<file path="config.mk">
export PLATFORM = sky130hd
export DESIGN_NAME = parking_lot_counter_flat
export DESIGN_NICKNAME = d
export VERILOG_FILES = /design/src/rtl/parking_lot_if.sv /design/src/rtl/parking_lot_counter.sv /design/src/flat_wrapper.sv
export SDC_FILE = /design/constraint.sdc
export NUM_CORES = 1
export LEC_CHECK = 0
export BUFFER_PORTS_ARGS = -buffer_cell sky130_fd_sc_hd__buf_2
export CAP_MARGIN = 25
export CORE_ASPECT_RATIO = 0.9
export CORE_MARGIN = 2
export CORE_UTILIZATION = 40
export CTS_CLUSTER_DIAMETER = 50
export DETAILED_ROUTE_END_ITERATION = 10
export SLEW_MARGIN = 0
export SYNTH_ARGS = -nofsm -noshare
export SYNTH_HDL_FRONTEND = slang
export SYNTH_SLANG_ARGS = --single-unit
</file>
<file path="constraint.sdc">
create_clock -name clk -period 2.93 [get_ports clk]
set_clock_uncertainty 0.2 [all_clocks]
set_input_delay 0.586 -clock clk [delete_from_list [all_inputs] [get_ports clk]]
set_output_delay 0.586 -clock clk [all_outputs]
set_load 0.05 [all_outputs]
</file>
<file path="src/rtl/parking_lot_if.sv">
// Gate-sensor bundle for the parking-lot counter: raw beams in, occupancy
// count, event strobes and FSM state (for observation) out.
//
// Strobe protocol: enter and exit are single-cycle strobes with no
// back-pressure. There is no ready; a consumer must sample every cycle, and
// the two strobes are never high in the same cycle.
interface parking_lot_if;
  logic       a;
  logic       b;
  logic [7:0] bcd;
  logic       enter;
  logic       exit;
  logic       full;
  logic       empty;
  logic [2:0] state;

  modport master (
    output a, b,
    input  bcd, enter, exit, full, empty, state
  );

  modport slave (
    input  a, b,
    output bcd, enter, exit, full, empty, state
  );
endinterface

</file>
<file path="src/rtl/parking_lot_counter.sv">
// Parking-lot gate decoder: synchronizes the two beam sensors, decodes
// complete car entries/exits with an FSM and keeps a saturating BCD count.
module parking_lot_counter #(
  parameter int CAPACITY = 25
) (
  input logic          clk,
  input logic          reset,
  parking_lot_if.slave bus
);

  localparam logic [2:0] IDLE     = 3'd0;
  localparam logic [2:0] EN1      = 3'd1;
  localparam logic [2:0] EN2      = 3'd2;
  localparam logic [2:0] EN3      = 3'd3;
  localparam logic [2:0] EX1      = 3'd4;
  localparam logic [2:0] EX2      = 3'd5;
  localparam logic [2:0] EX3      = 3'd6;
  localparam logic [2:0] WAIT_CLR = 3'd7;

  localparam logic [3:0] CAP_TENS = 4'(CAPACITY / 10);
  localparam logic [3:0] CAP_ONES = 4'(CAPACITY % 10);

  logic       a_meta, a_sync, b_meta, b_sync;
  logic [1:0] ab;
  logic [2:0] state, state_nxt;
  logic       enter_nxt, exit_nxt;
  logic       enter_q, exit_q;
  logic [3:0] tens, ones;
  logic       at_cap, at_zero;

  // Two-flop synchronizers for the asynchronous beam inputs
  always_ff @(posedge clk) begin
    if (reset) begin
      a_meta <= 1'b0;
      a_sync <= 1'b0;
      b_meta <= 1'b0;
      b_sync <= 1'b0;
    end else begin
      a_meta <= bus.a;
      a_sync <= a_meta;
      b_meta <= bus.b;
      b_sync <= b_meta;
    end
  end

  assign ab = {a_sync, b_sync};

  // Next-state decode; a completion strobe is raised only on EN3/EX3 -> IDLE
  always_comb begin
    state_nxt = state;
    enter_nxt = 1'b0;
    exit_nxt  = 1'b0;
    case (state)
      IDLE: begin
        case (ab)
          2'b10:   state_nxt = EN1;
          2'b01:   state_nxt = EX1;
          2'b11:   state_nxt = WAIT_CLR;
          default: state_nxt = IDLE;
        endcase
      end
      EN1: begin
        case (ab)
          2'b11:   state_nxt = EN2;
          2'b00:   state_nxt = IDLE;
          2'b01:   state_nxt = WAIT_CLR;
          default: state_nxt = EN1;
        endcase
      end
      EN2: begin
        case (ab)
          2'b01:   state_nxt = EN3;
          2'b10:   state_nxt = EN1;
          2'b00:   state_nxt = WAIT_CLR;
          default: state_nxt = EN2;
        endcase
      end
      EN3: begin
        case (ab)
          2'b00: begin
            state_nxt = IDLE;
            enter_nxt = 1'b1;
          end
          2'b11:   state_nxt = EN2;
          2'b10:   state_nxt = WAIT_CLR;
          default: state_nxt = EN3;
        endcase
      end
      EX1: begin
        case (ab)
          2'b11:   state_nxt = EX2;
          2'b00:   state_nxt = IDLE;
          2'b10:   state_nxt = WAIT_CLR;
          default: state_nxt = EX1;
        endcase
      end
      EX2: begin
        case (ab)
          2'b10:   state_nxt = EX3;
          2'b01:   state_nxt = EX1;
          2'b00:   state_nxt = WAIT_CLR;
          default: state_nxt = EX2;
        endcase
      end
      EX3: begin
        case (ab)
          2'b00: begin
            state_nxt = IDLE;
            exit_nxt  = 1'b1;
          end
          2'b11:   state_nxt = EX2;
          2'b01:   state_nxt = WAIT_CLR;
          default: state_nxt = EX3;
        endcase
      end
      WAIT_CLR: begin
        if (ab == 2'b00) state_nxt = IDLE;
      end
      default: state_nxt = IDLE;
    endcase
  end

  // State register and registered completion strobes
  always_ff @(posedge clk) begin
    if (reset) begin
      state   <= IDLE;
      enter_q <= 1'b0;
      exit_q  <= 1'b0;
    end else begin
      state   <= state_nxt;
      enter_q <= enter_nxt;
      exit_q  <= exit_nxt;
    end
  end

  assign at_cap  = (tens == CAP_TENS) && (ones == CAP_ONES);
  assign at_zero = (tens == 4'd0) && (ones == 4'd0);

  // Saturating BCD occupancy count, updated the edge after a strobe
  always_ff @(posedge clk) begin
    if (reset) begin
      tens <= 4'd0;
      ones <= 4'd0;
    end else if (enter_q && !at_cap) begin
      if (ones == 4'd9) begin
        ones <= 4'd0;
        tens <= tens + 4'd1;
      end else begin
        ones <= ones + 4'd1;
      end
    end else if (exit_q && !at_zero) begin
      if (ones == 4'd0) begin
        ones <= 4'd9;
        tens <= tens - 4'd1;
      end else begin
        ones <= ones - 4'd1;
      end
    end
  end

  assign bus.bcd   = {tens, ones};
  assign bus.enter = enter_q;
  assign bus.exit  = exit_q;
  assign bus.full  = at_cap;
  assign bus.empty = at_zero;
  assign bus.state = state;

endmodule

</file>
<file path="src/flat_wrapper.sv">
// flat-port wrapper written by rule: the top's interface ports become plain ports
module parking_lot_counter_flat 
#(
  parameter int CAPACITY = 25
)
  (clk, reset, bus_a, bus_b, bus_bcd, bus_enter, bus_exit, bus_full, bus_empty, bus_state);
  parking_lot_if bus_i ();
  input logic clk;
  input logic reset;
  input wire logic [$bits(bus_i.a)-1:0] bus_a;
  input wire logic [$bits(bus_i.b)-1:0] bus_b;
  output wire logic [$bits(bus_i.bcd)-1:0] bus_bcd;
  output wire logic [$bits(bus_i.enter)-1:0] bus_enter;
  output wire logic [$bits(bus_i.exit)-1:0] bus_exit;
  output wire logic [$bits(bus_i.full)-1:0] bus_full;
  output wire logic [$bits(bus_i.empty)-1:0] bus_empty;
  output wire logic [$bits(bus_i.state)-1:0] bus_state;
  assign bus_i.a = bus_a;
  assign bus_i.b = bus_b;
  assign bus_bcd = bus_i.bcd;
  assign bus_enter = bus_i.enter;
  assign bus_exit = bus_i.exit;
  assign bus_full = bus_i.full;
  assign bus_empty = bus_i.empty;
  assign bus_state = bus_i.state;
  parking_lot_counter #(.CAPACITY(CAPACITY)) u_core (.clk(clk), .reset(reset), .bus(bus_i));
endmodule
</file>
==> results.tsv <==
metric	value	unit
cts_max_level	1	
netlist_instances	131	
grt_antenna_before_repair	0	
die_h	53.5	um
synth_seq_cells	17	
met1_usage	20.7	%
grt-ovfl-total	0	
fin_tns_setup	0	ns
rsz0062_at_grt	no	
ctsHoldBuffers	0	
route.detailed.drc	0	
seq_area	340	sq um
worstPathRequired	2.90	ns
synthFlopType	dfxtp_1	
fp.coreArea	2530	sq um
post_cts_buffers	0	
cts_tree	done	
cts_buffers	3	
ys_async_sr_fraction	0	%
area_delta_synth_final	11.5	%
io_pins	19	
clkTransAtPathRegs	0.10	ns
timing.fmax	0.380	GHz
io_buffers	18	
period_minus_slack	2.63	ns
globalplace.congestion	0.862	
synth_area	1090	sq um
crit_fanout	8	
via_per_inst	5.57	
met2_usage	23.7	%
diodes	0	
drv_cap	0	
fin_hold_ws	0.245	ns
final_common_cell	buf_2	
synth_edf_count	0	
mostFrequentLayoutCells	18 x buf_2, 17 x dfxtp_1, 13 x nor2_1	
crit_arrival	2.60	ns
antenna_left	0	
dp_cells	170	
grt_max_degree	17	
first_iter_violations	26	
worstMarginPinSlew	0.457	ns
grtUsageMet3	4.81	%
row_count	17	
hold_path.class	register to register	
multiInputGateArea	676	sq um
ir_drop	315	uV
cts_root_buffer	clkbuf_4	
endpoint_kind	register	
nNetsFinal	161	
wl	2.19	mm
slew_headroom	69.5	%
die_w	59.1	um
top_usage_layer	met2	
synth_cell_types	36	
p_leak	0.500	nW
track_usage	15.1	%
layout_setup_ws	0.300	ns
final_cell_count_no_fill	174	
outcome	completed	
synth_warnings	0	
final-hold-violation-count	0	
crit_type	register to register	
cts_max_path_buffers	2	
dp_hpwl	1.64	mm
powerDensity	531	nW/um^2
post_cts_resized	0	
wl_per_cell	12.6	um
startpoint_type	register	
grt_first_pass_wirelength	3.63	mm
avgSynthCellArea	8.33	sq um
start_util	43.1	%
yosysSeqAreaShare	31.2	%
final_layout_size_suffix_gt1_share	17.8	%
grt_pass1_vias	811	
synth.net_count	145	
slew_viol_final	0	
setup-violations-final	0	
post-place-ws	0.322	ns
clock_latency	0.29	ns
die_area	3160	sq um
cts.sinks	17	
first_pass_iters	4	
fin_crit_sh	89.8	%
fill_cells	258	
vias	970	
fin_util	48.0	%
[Yosys cell counts, drive strengths merged, types with 2 or more instances]
| cell | number | area (sq um) |
|---|---|---|
| dfxtp | 17 | 340 |
| mux2i | 3 | 30.0 |
| nand2 | 7 | 26.3 |
| o211ai | 2 | 15.0 |
| nand3 | 4 | 20.0 |
| a31oi | 2 | 12.5 |
| nor2b | 6 | 37.5 |
| a32oi | 2 | 17.5 |
| nor2 | 13 | 48.8 |
| o22ai | 2 | 12.5 |
| ha | 9 | 113 |
| inv | 13 | 48.8 |
| a21o | 2 | 15.0 |
| or4 | 2 | 18.8 |
| xnor2 | 4 | 35.0 |
| clkbuf | 7 | 26.3 |
| a211oi | 6 | 45.0 |
| a21oi | 8 | 40.0 |
| nor3b | 3 | 22.5 |
| a311oi | 2 | 17.5 |
| o21ai | 5 | 28.8 |
[registers in the layout, indices dropped and copies added (netlist names)]
signal and flops:
u_core.ones 4, u_core.tens 4, u_core.bus.state 3, u_core.a_meta 1, u_core.a_sync 1, u_core.b_meta 1
u_core.b_sync 1, u_core.bus.enter 1, u_core.bus.exit 1
[routing by layer]
layer  part of all wire, %  wire length (um)  up-vias
met5                     0                 0        -
met3                   7.4               161        2
met4                  0.37                 8        0
li1                      -                 -      494
met1                    47              1020      446
met2                    46               996       28
[critical path, cell delays in order, from the launching register on]
cell	delay [ns]
dfxtp_1	0.39
or4_4	0.57
o21a_1	0.26
inv_2	0.14
ha_1	0.25
a21o_1	0.18
a21oi_1	0.16
xnor2_1	0.16
a21o_1	0.14
a21oi_1	0.05
[stage by stage]
| step | cell area, sq um | total power [mW] |
|---|---|---|
| 2_1_floorplan | 1090 | 0.488 |
| 3_3_place_gp | 1190 | 0.526 |
| 3_5_place_dp | 1190 | 0.527 |
| 4_1_cts | 1220 | 0.653 |
| 5_1_grt | 1220 | 0.690 |
| 6_report | 1220 | 0.646 |
[final timing paths]
path	start	endpoint	slack [ns]	cells after the start
worst max-delay path	u_core.ones[3]$_SDFFE_PP0P_	u_core.tens[3]$_SDFFE_PP0P_	0.30	9
worst min-delay path	u_core.a_meta$_SDFF_PP0_	u_core.a_sync$_SDFF_PP0_	0.24	1
worst max register to register	u_core.ones[3]$_SDFFE_PP0P_	u_core.tens[3]$_SDFFE_PP0P_	0.30	9
worst min register to register	u_core.a_meta$_SDFF_PP0_	u_core.a_sync$_SDFF_PP0_	0.24	1
[where the power goes]
| part | internal (mW) | total, mW | switching [mW] | leakage [nW] |
|---|---|---|---|---|
| Sequential | 0.253 | 0.312 | 0.0588 | 0.138 |
| Clock | 0.0529 | 0.124 | 0.0708 | 0.0150 |
| Combinational | 0.0768 | 0.210 | 0.133 | 0.346 |
| Total | 0.383 | 0.646 | 0.263 | 0.500 |
[logic make-up after synthesis]
kind of cell,synth area share [%]
compound gates,24.9
xor+xnor,3.21
fa+ha+maj,12.2
buf+inv,6.88
flops,31.2
mux,2.75
simple gates,18.9
[layout make-up]
cell class	instances	area share, %
inverters	13	4.01
clock buffers	4	2.16
flip-flops and latches	17	28.0
well taps	28	2.88
repair buffers	18	7.41
multi-input cells	94	55.6
Note: power is estimated with default switching activity, not from simulation.
